## src/rtl/uart_tx_mmio_if.sv

```systemverilog
// Data-bus responder interface for uart_tx_mmio (ce/we/addr/data_i/data_o).
interface uart_tx_mmio_if;
    logic        ce;
    logic        we;
    logic [31:0] addr;
    logic [31:0] data_i;
    logic [31:0] data_o;

    modport master (
        output ce, we, addr, data_i,
        input  data_o
    );

    modport slave (
        input  ce, we, addr, data_i,
        output data_o
    );
endinterface

```

## src/rtl/uart_tx_mmio.sv

```systemverilog
// Memory-mapped UART transmitter: TX FIFO + 8N1 serializer on the data bus.
// Optional UART_TX_PARITY_EN adds an even/odd parity bit (CTRL bit17 = odd).
module uart_tx_mmio #(
    parameter logic [31:0] BASE_ADDR  = 32'h0000_1000,
    parameter int          FIFO_DEPTH = 8,
    parameter logic [15:0] CLK_DIV    = 16'd16
) (
    input  logic          clk,
    input  logic          rst,
    uart_tx_mmio_if.slave bus,
    output logic          tx,
    output logic          irq
);
    localparam int AW = (FIFO_DEPTH > 1) ? $clog2(FIFO_DEPTH) : 1;
    localparam int CW = AW + 1;

    typedef enum logic [2:0] {
        IDLE, START, DATA, PARITY, STOP
    } state_e;

    state_e      state_q;
    logic        tx_q;
    logic [7:0]  sh_q;
    logic [15:0] div_q;
    logic [15:0] baud_q;
    logic [2:0]  bit_q;
    logic        irq_q;

    logic [7:0]    mem_q [FIFO_DEPTH];
    logic [AW-1:0] wptr_q, wptr_d;
    logic [AW-1:0] rptr_q, rptr_d;
    logic [CW-1:0] count_q, count_d;
    logic          ovf_q, ovf_d;
    logic [15:0]   divr_q, divr_d;
    logic          irq_en_q, irq_en_d;
`ifdef UART_TX_PARITY_EN
    logic          odd_q, odd_d;
    logic          par_q;
`endif

    logic        hit;
    logic [1:0]  sel;
    logic        push, push_ok, pop;
    logic        ctrl_wr, stat_wr;
    logic        full, empty, busy;
    logic [6:0]  cnt7;
    logic [31:0] status, ctrl, rdata;
    logic        unused_ok;

    assign hit     = bus.ce && (bus.addr[31:4] == BASE_ADDR[31:4]);
    assign sel     = bus.addr[3:2];
    assign push    = hit && bus.we && (sel == 2'd0);
    assign stat_wr = hit && bus.we && (sel == 2'd1);
    assign ctrl_wr = hit && bus.we && (sel == 2'd2);

    assign full  = (count_q == CW'(FIFO_DEPTH));
    assign empty = (count_q == '0);
    assign busy  = (state_q != IDLE);
    assign cnt7  = 7'(count_q);

    // Head is consumed either from IDLE or at the last STOP cycle (no gap).
    assign pop = !empty &&
                 ((state_q == IDLE) ||
                  (state_q == STOP && baud_q == 16'd0));
    assign push_ok = push && (!full || pop);

    assign unused_ok = ^{bus.addr[1:0], bus.data_i[31:16]};

    always_comb begin
        wptr_d   = wptr_q + AW'(push_ok);
        rptr_d   = rptr_q + AW'(pop);
        count_d  = count_q + CW'(push_ok) - CW'(pop);
        ovf_d    = ovf_q;
        divr_d   = divr_q;
        irq_en_d = irq_en_q;
`ifdef UART_TX_PARITY_EN
        odd_d    = odd_q;
`endif
        if (stat_wr && bus.data_i[3]) ovf_d = 1'b0;
        if (push && full && !pop)     ovf_d = 1'b1;
        if (ctrl_wr) begin
            divr_d   = (bus.data_i[15:0] == 16'd0) ?
                       16'd1 : bus.data_i[15:0];
            irq_en_d = bus.data_i[16];
`ifdef UART_TX_PARITY_EN
            odd_d    = bus.data_i[17];
`endif
        end
    end

    always_ff @(posedge clk or negedge rst) begin
        if (!rst) begin
            wptr_q   <= '0;
            rptr_q   <= '0;
            count_q  <= '0;
            ovf_q    <= 1'b0;
            divr_q   <= CLK_DIV;
            irq_en_q <= 1'b0;
`ifdef UART_TX_PARITY_EN
            odd_q    <= 1'b0;
`endif
        end else begin
            wptr_q   <= wptr_d;
            rptr_q   <= rptr_d;
            count_q  <= count_d;
            ovf_q    <= ovf_d;
            divr_q   <= divr_d;
            irq_en_q <= irq_en_d;
`ifdef UART_TX_PARITY_EN
            odd_q    <= odd_d;
`endif
        end
    end

    always_ff @(posedge clk) begin
        if (push_ok) mem_q[wptr_q] <= bus.data_i[7:0];
    end

    always_ff @(posedge clk or negedge rst) begin
        if (!rst) begin
            state_q <= IDLE;
            tx_q    <= 1'b1;
            sh_q    <= '0;
            div_q   <= CLK_DIV;
            baud_q  <= '0;
            bit_q   <= '0;
            irq_q   <= 1'b0;
`ifdef UART_TX_PARITY_EN
            par_q   <= 1'b0;
`endif
        end else begin
            irq_q <= irq_en_q && empty && (state_q == IDLE);
            if (pop) begin
                state_q <= START;
                tx_q    <= 1'b0;
                sh_q    <= mem_q[rptr_q];
                div_q   <= divr_q;
                baud_q  <= divr_q - 16'd1;
                bit_q   <= '0;
`ifdef UART_TX_PARITY_EN
                par_q   <= (^mem_q[rptr_q]) ^ odd_q;
`endif
            end else if (state_q != IDLE && baud_q != 16'd0) begin
                baud_q <= baud_q - 16'd1;
            end else begin
                baud_q <= div_q - 16'd1;
                unique case (state_q)
                    IDLE: begin
                        tx_q <= 1'b1;
                    end
                    START: begin
                        state_q <= DATA;
                        tx_q    <= sh_q[0];
                    end
                    DATA: begin
                        if (bit_q == 3'd7) begin
`ifdef UART_TX_PARITY_EN
                            state_q <= PARITY;
                            tx_q    <= par_q;
`else
                            state_q <= STOP;
                            tx_q    <= 1'b1;
`endif
                        end else begin
                            bit_q <= bit_q + 3'd1;
                            sh_q  <= sh_q >> 1;
                            tx_q  <= sh_q[1];
                        end
                    end
                    PARITY: begin
                        state_q <= STOP;
                        tx_q    <= 1'b1;
                    end
                    STOP: begin
                        state_q <= IDLE;
                        tx_q    <= 1'b1;
                    end
                    default: begin
                        state_q <= IDLE;
                        tx_q    <= 1'b1;
                    end
                endcase
            end
        end
    end

    always_comb begin
        status = {17'd0, cnt7, 4'd0, ovf_q, busy, empty, full};
`ifdef UART_TX_PARITY_EN
        ctrl   = {14'd0, odd_q, irq_en_q, divr_q};
`else
        ctrl   = {15'd0, irq_en_q, divr_q};
`endif
        rdata  = '0;
        if (hit && !bus.we) begin
            unique case (sel)
                2'd1:    rdata = status;
                2'd2:    rdata = ctrl;
                default: rdata = '0;
            endcase
        end
    end

    assign bus.data_o = rdata;
    assign tx         = tx_q;
    assign irq        = irq_q;
endmodule
```

## src/flat_wrapper.sv

```systemverilog
// flat-port wrapper written by rule: the top's interface ports become plain ports
module uart_tx_mmio_flat 
#(
    parameter logic [31:0] BASE_ADDR  = 32'h0000_1000,
    parameter int          FIFO_DEPTH = 8,
    parameter logic [15:0] CLK_DIV    = 16'd16
)
  (clk, rst, tx, irq, bus_ce, bus_we, bus_addr, bus_data_i, bus_data_o);
  uart_tx_mmio_if bus_i ();
  input  logic clk;
  input  logic rst;
  output logic tx;
  output logic irq;
  input wire logic [$bits(bus_i.ce)-1:0] bus_ce;
  input wire logic [$bits(bus_i.we)-1:0] bus_we;
  input wire logic [$bits(bus_i.addr)-1:0] bus_addr;
  input wire logic [$bits(bus_i.data_i)-1:0] bus_data_i;
  output wire logic [$bits(bus_i.data_o)-1:0] bus_data_o;
  assign bus_i.ce = bus_ce;
  assign bus_i.we = bus_we;
  assign bus_i.addr = bus_addr;
  assign bus_i.data_i = bus_data_i;
  assign bus_data_o = bus_i.data_o;
  uart_tx_mmio #(.BASE_ADDR(BASE_ADDR), .FIFO_DEPTH(FIFO_DEPTH), .CLK_DIV(CLK_DIV)) u_core (.clk(clk), .rst(rst), .bus(bus_i), .tx(tx), .irq(irq));
endmodule
```

## config.mk

```make
export PLATFORM = sky130hd
export DESIGN_NAME = uart_tx_mmio_flat
export DESIGN_NICKNAME = d
export VERILOG_FILES = /design/src/rtl/uart_tx_mmio_if.sv /design/src/rtl/uart_tx_mmio.sv /design/src/flat_wrapper.sv
export SDC_FILE = /design/constraint.sdc
export NUM_CORES = 1
export LEC_CHECK = 0
export CAP_MARGIN = 20
export CORE_MARGIN = 2
export CORE_UTILIZATION = 56
export CTS_BUF_LIST = sky130_fd_sc_hd__clkbuf_8
export DETAILED_ROUTE_END_ITERATION = 8
export GPL_ROUTABILITY_DRIVEN = 0
export GPL_TIMING_DRIVEN = 0
export PLACE_DENSITY_LB_ADDON = 0.08
export SLEW_MARGIN = 20
export SYNTH_ARGS = -nofsm -noshare
export SYNTH_HDL_FRONTEND = slang
export SYNTH_SLANG_ARGS = --single-unit
```

## constraint.sdc

```tcl
create_clock -name clk -period 3.99 [get_ports clk]
set_input_delay 0.9975 -clock clk [delete_from_list [all_inputs] [get_ports clk]]
set_output_delay 0.9975 -clock clk [all_outputs]
set_load 0.005 [all_outputs]
```

== Word level (Yosys, flattened, before mapping) ==
Memory sizes are Yosys's and may differ from the RTL's.
Cells that the tools add are included.

* Word-level logic and storage cells: 92
* Memories kept: 1
* Register bits after elaboration: 76
* Input port bits: 68
* RAM bits: 64

{| class="wikitable"
|+ Memories
! memory !! words !! bits a word !! rd ports !! clocked after Yosys merged registers in !! write ports !! RTL line !! RTL
|-
| u_core.mem_q || 8 || 8 || 1 || 0 || 1 || uart_tx_mmio.sv:29 || <nowiki>logic [7:0] mem_q [FIFO_DEPTH];</nowiki>
|}

* $add $sub $neg: 8
* Equal/unequal tests: 13
* Multiplexer cells: 25
* Reduce and logical (&&, ||, !) cells: 32

{| class="wikitable"
|+ Operator list
! operator !! number
|-
| 2-to-1 mux 16 bit || 3
|-
| subtractor 16 x 1 -> 16 bit (second input constant) || 3
|-
| one-hot mux 17 bit (2 select lines) || 1
|-
| zero test 16 bit || 2
|-
| 2-to-1 mux 32 bit || 1
|-
| 2-to-1 mux 8 bit || 4
|-
| == test 28 x 9 -> 1 bit (second input constant) || 1
|-
| 2-to-1 mux 3 bit || 7
|-
| nonzero test 16 bit || 1
|-
| logical AND 1 bit || 15
|-
| one-hot mux 3 bit (4 select lines) || 1
|-
| 2-to-1 mux 1 bit || 7
|-
| adder 3 x 1 -> 3 bit || 2
|-
| == test 3 x 2 -> 1 bit (second input constant) || 2
|-
| == test 3 bit (second input constant) || 2
|-
| inequality test 2 x 1 -> 1 bit (second input constant) || 3
|-
| AND reduction 3 bit || 2
|-
| adder 4 x 1 -> 4 bit || 1
|-
| == test 4 bit (second input constant) || 1
|-
| zero test 1 bit || 4
|-
| zero test 4 bit || 1
|-
| nonzero test 2 bit || 2
|-
| subtractor 4 x 1 -> 4 bit || 1
|-
| adder 3 x 1 -> 3 bit (second input constant) || 1
|-
| 9 further kinds || 10
|}

== Logic depth before layout (Yosys ltp) ==
Gate-level depths: netlist of run 1.

* Depth in word-level cells: 8
* Mapped depth: 15
* Gate-level depth less buffers: 12

== Worst setup path before layout of run 1 ==
Ideal clock, no wire load.

* Kind: input to output
* From: in bus_addr[15]
* To: out bus_data_o[0]
* Setup slack: 0.710 ns
* Cell stages on the path: 5
* Arrival: 2.283 ns
* Data required time: 2.993 ns
* Path through: nor4b_1 nand4_1 nor3_1 nand2_1 nor2_1

* Word-level cells in the longest chain between the ends: 4

{| class="wikitable"
|+ RTL lines
! item !! RTL line !! RTL
|-
| start, declared || flat_wrapper.sv:16 || <nowiki>input wire logic [$bits(bus_i.addr)-1:0] bus_addr;</nowiki>
|-
| == test 28 x 9 -> 1 bit || uart_tx_mmio.sv:50 || <nowiki>assign hit = bus.ce && (bus.addr[31:4] == BASE_ADDR[31:4]);</nowiki>
|-
| logical AND 1 bit || uart_tx_mmio.sv:50 ||
|-
| logical AND 1 bit || uart_tx_mmio.sv:195 || <nowiki>if (hit && !bus.we) begin</nowiki>
|-
| 2-to-1 mux 32 bit || uart_tx_mmio.sv:195 ||
|-
| end, declared || flat_wrapper.sv:18 || <nowiki>output wire logic [$bits(bus_i.data_o)-1:0] bus_data_o;</nowiki>
|}

Every way passes these cells.

== Worst setup path after layout of run 1 ==
* From: in bus_addr[24]
* To: out bus_data_o[9]

The elaborated chain is that of the path after synthesis.

==> results of run 1 <==
## layout by cell type (no fill, tap or decap), drive strengths merged, types with 4 or more instances in the layout
cell	synthesis	layout
a21oi	18	18
a221o	6	6
a22oi	8	8
and2	4	4
and3	12	12
buf	25	34
clkbuf	16	33
clkdlybuf4s50	0	53
clkinv	0	5
conb	1	15
dfrtp	73	73
dlygate4sd2	0	13
edfxtp	64	64
ha	16	16
inv	17	20
mux2	17	17
mux2i	14	14
mux4	16	16
nand2	68	68
nand2b	5	5
nand3	9	9
nand4	7	7
nor2	38	38
nor3	18	18
nor4	10	10
o21ai	24	24
or3	5	5
xnor2	8	8
xor2	8	8
## cells in the mapped netlist, drive strengths merged (4+ instances only)
master  count  area, um^2
dfrtp      73        1830
nand2      68         255
edfxtp     64        1920
nor2       38         143
buf        25         170
o21ai      24         120
a21oi      18         101
nor3       18         105
inv        17        66.3
mux2       17         191
clkbuf     16        60.1
ha         16         200
mux4       16         360
mux2i      14         140
and3       12        75.1
nor4       10        75.1
nand3       9        45.0
a22oi       8        60.1
xnor2       8        70.1
xor2        8        70.1
nand4       7        43.8
a221o       6        60.1
nand2b      5        31.3
or3         5        31.3
and2        4        25.0
## worst paths after layout
check	from	end	cells after the start
worst min register to register	u_core.div_q[4]$_DFFE_PN1P_	u_core.div_q[4]$_DFFE_PN1P_	2
min in group clk	u_core.div_q[4]$_DFFE_PN1P_	u_core.div_q[4]$_DFFE_PN1P_	2
worst min-delay path	rst	u_core.sh_q[4]$_DFFE_PN0P_	1
worst max-delay path	bus_addr[24]	bus_data_o[9]	7
worst max register to register	u_core.baud_q[10]$_DFF_PN0_	u_core.count_q[2]$_DFF_PN0_	14
max in group asynchronous	rst	u_core.divr_q[4]$_DFFE_PN1P_	2
## power groups by stage
| stage | Clock [mW] | Combinational (mW) | Sequential, mW |
|---|---|---|---|
| 5_1_grt | 1.22 | 0.122 | 1.51 |
| 2_1_floorplan | 0 | 0.0232 | 1.54 |
| 3_3_place_gp | 0 | 0.102 | 1.54 |
| 4_1_cts | 1.16 | 0.109 | 1.51 |
| 6_report | 1.15 | 0.111 | 1.51 |
| 3_5_place_dp | 0 | 0.108 | 1.54 |
## worst max-delay path: stages
cell and delay (ns):
clkdlybuf4s50_1 0.43, nor4_2 0.27, nand4_1 0.19, nor3_4 0.29, nand2_4 0.12, nor2_1 0.12
clkdlybuf4s50_1 0.51
## state kept, by name (all words and copies together) (netlist names)
register and cells:
u_core.tx 1, u_core.ovf_q 1, u_core.wptr_q 3, u_core.mem_q 64
u_core.bit_q 3, u_core.divr_q 16, u_core.state_q 3, u_core.div_q 16
u_core.irq 1, u_core.baud_q 16, u_core.irq_en_q 1, u_core.count_q 4
u_core.sh_q 8, u_core.rptr_q 3
## layout make-up
cell class              instances  area (um^2)
flip-flops and latches        140         3830
plain buffers                  40          229
fillers                       828         3380
repair buffers                 77          761
inverters                      17         66.3
well taps                     143          179
multi-input cells             364         2670
clock buffers                  18          248
clock inverters                14          155
## timing repair
item                                    in CTS  in global routing
buffers inserted                             2                  5
endpoints found under the setup margin      18                  7
pin swaps                                    5                  4
cloned                                       0                  0
resized for setup                           22                  9
## layer usage
| metal | global-route usage | vias up |
|---|---|---|
| met5 | 0 | - |
| met4 | 0.110 | 0 |
| met3 | 0.0664 | 22 |
| met2 | 0.390 | 196 |
| met1 | 0.343 | 2349 |
| li1 | - | 2207 |
## cells by family after synthesis
group,count (synthesis),share of synthesized area
other,1,0.000562
xor gates and xnor gates,16,0.0210
buffers and inverters,58,0.0444
and+or+nand+nor,189,0.142
adders and majority gates,17,0.0330
DFF,140,0.573
AOI/OAI and AO/OA,80,0.0823
muxes,47,0.104
## metrics by stage
stage | std cells | util | instance area, um^2 | setup TNS [ns] | hold slack (ns)
after global placement | 774 | 0.660 | 7600 | -61.42 | 0.462
after detailed placement | 775 | 0.663 | 7630 | -10.85 | 0.466
after floorplan | 562 | - | 6730 | 0 | 0.438
final | 813 | 0.707 | 8140 | 0 | 0.479
after CTS | 809 | 0.700 | 8060 | -0.00802 | 0.474
after global routing | 813 | 0.707 | 8140 | -0.00516 | 0.492
==> results.md, run 1 <==
* Synth warn at 0
* Fin crit period at slightly below 4 ns
* Std-Cell Rows at 39
* CTS buffer count at 17
* Vias in the first global route at about 4800
* DRC viols at 4
* Initial DRC Count at 339
* P&R area growth vs syn at 22.0%
* Sequential fraction of the synthesis area at 0.573
* Overall power at 2.77 mW
* Via/cell ratio at 5.87
* Internal power at about 2.2 mW
* Clock buffer depth at 2
* Met2 wire len at slightly above 7000 um
* Die Y at approximately 110 um
* Final worst-path cycle share at 0.984
* Cell variety after synth at 60
* CP required at ~3.0 ns
* Htree depth at 4
* Mean routed wirelength per cell at 18.9 um
* Combinational Power Share at 0.040
* Crit-path max FO at 6
* Synth Flop Type: dfrtp_1
* IO Count at 102
* Highest metal layer with signal wires: met4
* GRT Resource Usage Total at 0.253
* Fin Clk Skew at about 0.012 ns
* VDD IR max at between 0.2 and 0.3 mV
* Hold crit path type: in -> async
* Antenna-violating nets left at 0
* Clock network power share at 0.414
* Num Clock Sinks at 140
* Fin. max-slew vios at 0
* CTS root buffer: clkbuf_8
* Die X at around 110 um
* Effective utilization at floorplan at 0.580
* Worst-margin pin slew at 0.779 ns
* Core area at about 12000 um^2
* Synthesized instance count at about 550
* Share of layout cells above drive strength 1 at 0.184
* Fin worst setup slack at 0.0648 ns
* Power Dens Cells at approximately 340 nW/um^2
* Critical Path Start Type: primary input
* Status: complete, but fails checks
* CTS tree: built
* Antenna Diode Count at 0
* Setup violators final at 0
* Number of synthesized flops with an enable pin at 64
* Antenna violations before repair at 0
* Flop pwr share at 0.546
* Largest net degree at the start of global routing at just under 50
* Flops & latches, synth at 140
* Total number of vias at about 4800
* DIE AREA at ~13000 um^2
* Data arrival, critical path at between 2 and 3 ns
* Clk_lat worst skew at 0.43 ns
* Critical path class: in -> out
* Endpoints failing hold at 0
* Setup Slack @ Placement at -0.812 ns
* Drt pass-1 iters at 7
* Post-CTS Hold Buffers at 0
* HPWL Detailed at 11100 um
* Failing checks: DRC
* Syn_area_per_cell at 12.2 um^2
* Wire length of the first global-routing pass at roughly 24000 um
* Fmax at 255 MHz
* Crit. End Element: output port
* Worst-path clk slew at 0.07 ns
* Fraction of registers with async set/reset at 0.543
* Max_cap viols at 0
* Met1 wire length at around 6600 um
* Wire length on met3 at about 1300 um
* Total length of routed wires at around 15000 um
* NetSw at between 0.5 and 0.6 mW
* Sw Ratio at 0.206
* Pleak at about 3.4 nW
* GR Overflow Total at 0
* Headroom to the max-slew limit at 0.479
* # port buffers at between 60 and 70
* # nets final at 742
* Post-synthesis instance area at roughly 6700 um^2
* R2R Setup Slk at ~0.24 ns
(Power assumes the default switching activity.)
==> run 2: changes to the inputs <==
CORE_MARGIN = 3   (was 2)
==> results.md, run 2 (same netlist as run 1, synthesis figures left out) <==
* WHS at 0.471 ns (-0.00886 ns)
* Busiest metal layer after global routing: met2
* Failing checks: setup timing
* Vias in the first global route at 4676 (-3.5%)
* Worst reg2reg path depth at 14 (unchanged)
* Largest net degree at the start of global routing at 46 (-6.1%)
* HPWL Detailed at 10900 um (-1.3%)
* # port buffers at 69 (unchanged)
* Met2 GRT Util at 0.376 (-0.0139)
* Placed Instances at 775 (unchanged)
* Pleak at 3.55 nW (+3.1%)
* Num Clock Sinks at 140 (unchanged)
* GR Util met1 at 0.334 (-0.00908)
* Register bank with the most flops: u_core.mem_q
* Effective utilization at floorplan at 0.580 (unchanged)
* Post-route cell area at 8140 um^2 (about the same)
* Hold crit path type: reg -> reg
* Met3 Use GR at 0.0647 (-0.00168)
* CTS buffer count at 17 (unchanged)
* Clk_lat worst skew at 0.44 ns (about the same)
* CP Depth at 7 (unchanged)
* Placed Instance Area at 7630 um^2 (unchanged)
* Headroom to the max-slew limit at 0.467 (-0.0121)
* Commonest non-fill, non-tap cells in the layout: dfrtp_1, nand2_1, edfxtp_1, clkdlybuf4s50_1, nor2_1
* Via/cell ratio at 5.90 (+0.54%)
* P&R area growth vs syn at 21.9% (about the same)
* Std-Cell Rows at 39 (unchanged)
* # nets final at 742 (unchanged)
* Crit. End Element: output port
* GRT Resource Usage Total at 0.240 (-0.0129)
* Worst-path clk slew at 0.07 ns (about the same)
* Crit-path cells: clkdlybuf4s50_1 > nor4b_2 > nand4_1 > nor3_4 > nand2_4 > nor2_2 > clkdlybuf4s50_1
* IO Count at 102 (unchanged)
* Fin worst setup slack at -0.0335 ns (-0.0983 ns)
* Total length of routed wires at 15600 um (+1.8%)
* CTS tree: built
* Antenna violations before repair at 1 (+1)
* Critical path class: in -> out
* Die Y at 115 um (+1.8%)
* DIE AREA at 13300 um^2 (+3.6%)
* Mean routed wirelength per cell at 19.2 um (+1.8%)
* Kind of cell adding the most delay to the critical path: simple AND/OR/NAND/NOR gates
* Antenna Diode Count at 0 (unchanged)
* Fin Clk Skew at 0.0145 ns (+0.00286 ns)
* Max_cap viols at 0 (unchanged)
* Fin crit period at 4.02 ns (+0.0983 ns)
* Status: complete, but fails checks
* Power Dens Cells at 330 nW/um^2 (-2.9%)
* CP required at 2.99 ns (about the same)
* Data arrival, critical path at 3.03 ns (+0.10 ns)
* Slowest cell on the critical path: clkdlybuf4s50_1
* Fin. max-slew vios at 0 (unchanged)
* Total number of vias at 4800 (+0.54%)
* Hold Path Depth at 2
* Htree depth at 4 (unchanged)
* Overall power at 2.69 mW (-2.9%)
* Setup violators final at 1 (+1)
* GR Overflow Total at 0 (unchanged)
* Crit-path max FO at 6 (unchanged)
* Antenna-violating nets left at 0 (unchanged)
* Critical Path Start Type: primary input
* Critical Path Most Common Cell: clkdlybuf4s50_1
* Wire length of the first global-routing pass at 24100 um (-1.4%)
* Share of layout cells above drive strength 1 at 0.187 (+0.00299)
* DRC viols at 0 (-4)
* Max FFs per register at 64 (unchanged)
* Clock buffer depth at 2 (unchanged)
* Initial DRC Count at 346 (+2.1%)
* Most common cell after layout, fill and taps aside: dfrtp_1
* RSZ-0062 raised after global routing: yes
* Fmax at 249 MHz (-2.4%)
* Endpoints failing hold at 0 (unchanged)
* Drt pass-1 iters at 5 (-2)
* CTS root buffer: clkbuf_8
* Final worst-path cycle share at 1.01 (+0.0246)
* Core area at 11500 um^2 (unchanged)
* Non-Filler Instances at 813 (unchanged)
* Worst-margin pin slew at 0.796 ns (+0.0167 ns)
* VDD IR max at 0.282 mV (+6.4%)
* Buf+Inv Stages, Crit Path at 2 (unchanged)
* Die X at 115 um (+1.8%)
* Critical path's largest stage delay at 0.52 ns (about the same)
-- run 2: cell count changes in the layout (fill, tap and decap cells not counted), moves of 2 or more --
cell,change
clkdlybuf4s15_1,+2
nor2_1,-2
nor2_2,+3
dlymetal6s2s_1,+9
dlygate4sd2_1,-11
inv_6,+2
bufinv_16,-2
clkinv_4,+3
-- run 2: cell type report --
class / count / area [um^2]
Buffer: 40 / 229
Clock buffer: 18 / 248
Clock inverter: 14 / 123
Fill cell: 816 / 3380
Inverter: 17 / 66.3
Multi-Input combinational cell: 364 / 2670
Sequential cell: 140 / 3830
Tap cell: 143 / 179
Timing Repair Buffer: 77 / 795
-- run 2: tightest hold or removal path: cells and delay by family (launching register included) --
family        cells  cell delay (ns)
simple gates      2             0.10
flops             1             0.34
-- run 2: final timing paths --
path,start,endpoint,slack [ns]
min in group asynchronous,rst,u_core.sh_q[3]$_DFFE_PN0P_,0.50
max in group asynchronous,rst,u_core.divr_q[4]$_DFFE_PN1P_,2.87
min reg2reg,u_core.div_q[13]$_DFFE_PN0P_,u_core.div_q[13]$_DFFE_PN0P_,0.47
max reg2reg,u_core.baud_q[6]$_DFF_PN0_,u_core.count_q[2]$_DFF_PN0_,0.32
max,bus_addr[15],bus_data_o[2],-0.03
min,u_core.div_q[13]$_DFFE_PN0P_,u_core.div_q[13]$_DFFE_PN0P_,0.47
-- run 2: through the flow --
stage / setup WS (ns) / setup TNS (ns) / util
after detailed placement: -0.787 / -10.06 / 0.663
after global placement: -0.772 / -63.18 / 0.660
after global routing: -0.103 / -0.284 / 0.707
after floorplan: 0.710 / 0 / -
after CTS: -0.0164 / -0.0164 / 0.698
final: -0.0335 / -0.0335 / 0.707
-- run 2: report_power, final --
| group | total (mW) | switching [mW] | leakage [nW] | internal [mW] |
|---|---|---|---|---|
| sequential | 1.51 | 0.000000639 | 1.51 | 1.51 |
| combinational | 0.112 | 0.0516 | 1.86 | 0.0606 |
| clock | 1.07 | 0.555 | 0.190 | 0.510 |
-- run 2: repair_timing --
action / in CTS / in global routing
pin swaps: 4 / 3
buffers inserted: 1 / 5
gates resized for setup: 11 / 23
hold buffers: 0 / 0
cloned: 0 / 1
endpoints found under the setup margin: 17 / 16
-- run 2: per-layer routing --
metal / share of wire / wire, um / up-vias
li1: - / - / 2199
met1: 0.43 / 6680 / 2362
met2: 0.48 / 7470 / 220
met3: 0.084 / 1320 / 17
met4: 0.010 / 161 / 2
met5: 0.00070 / 11 / -
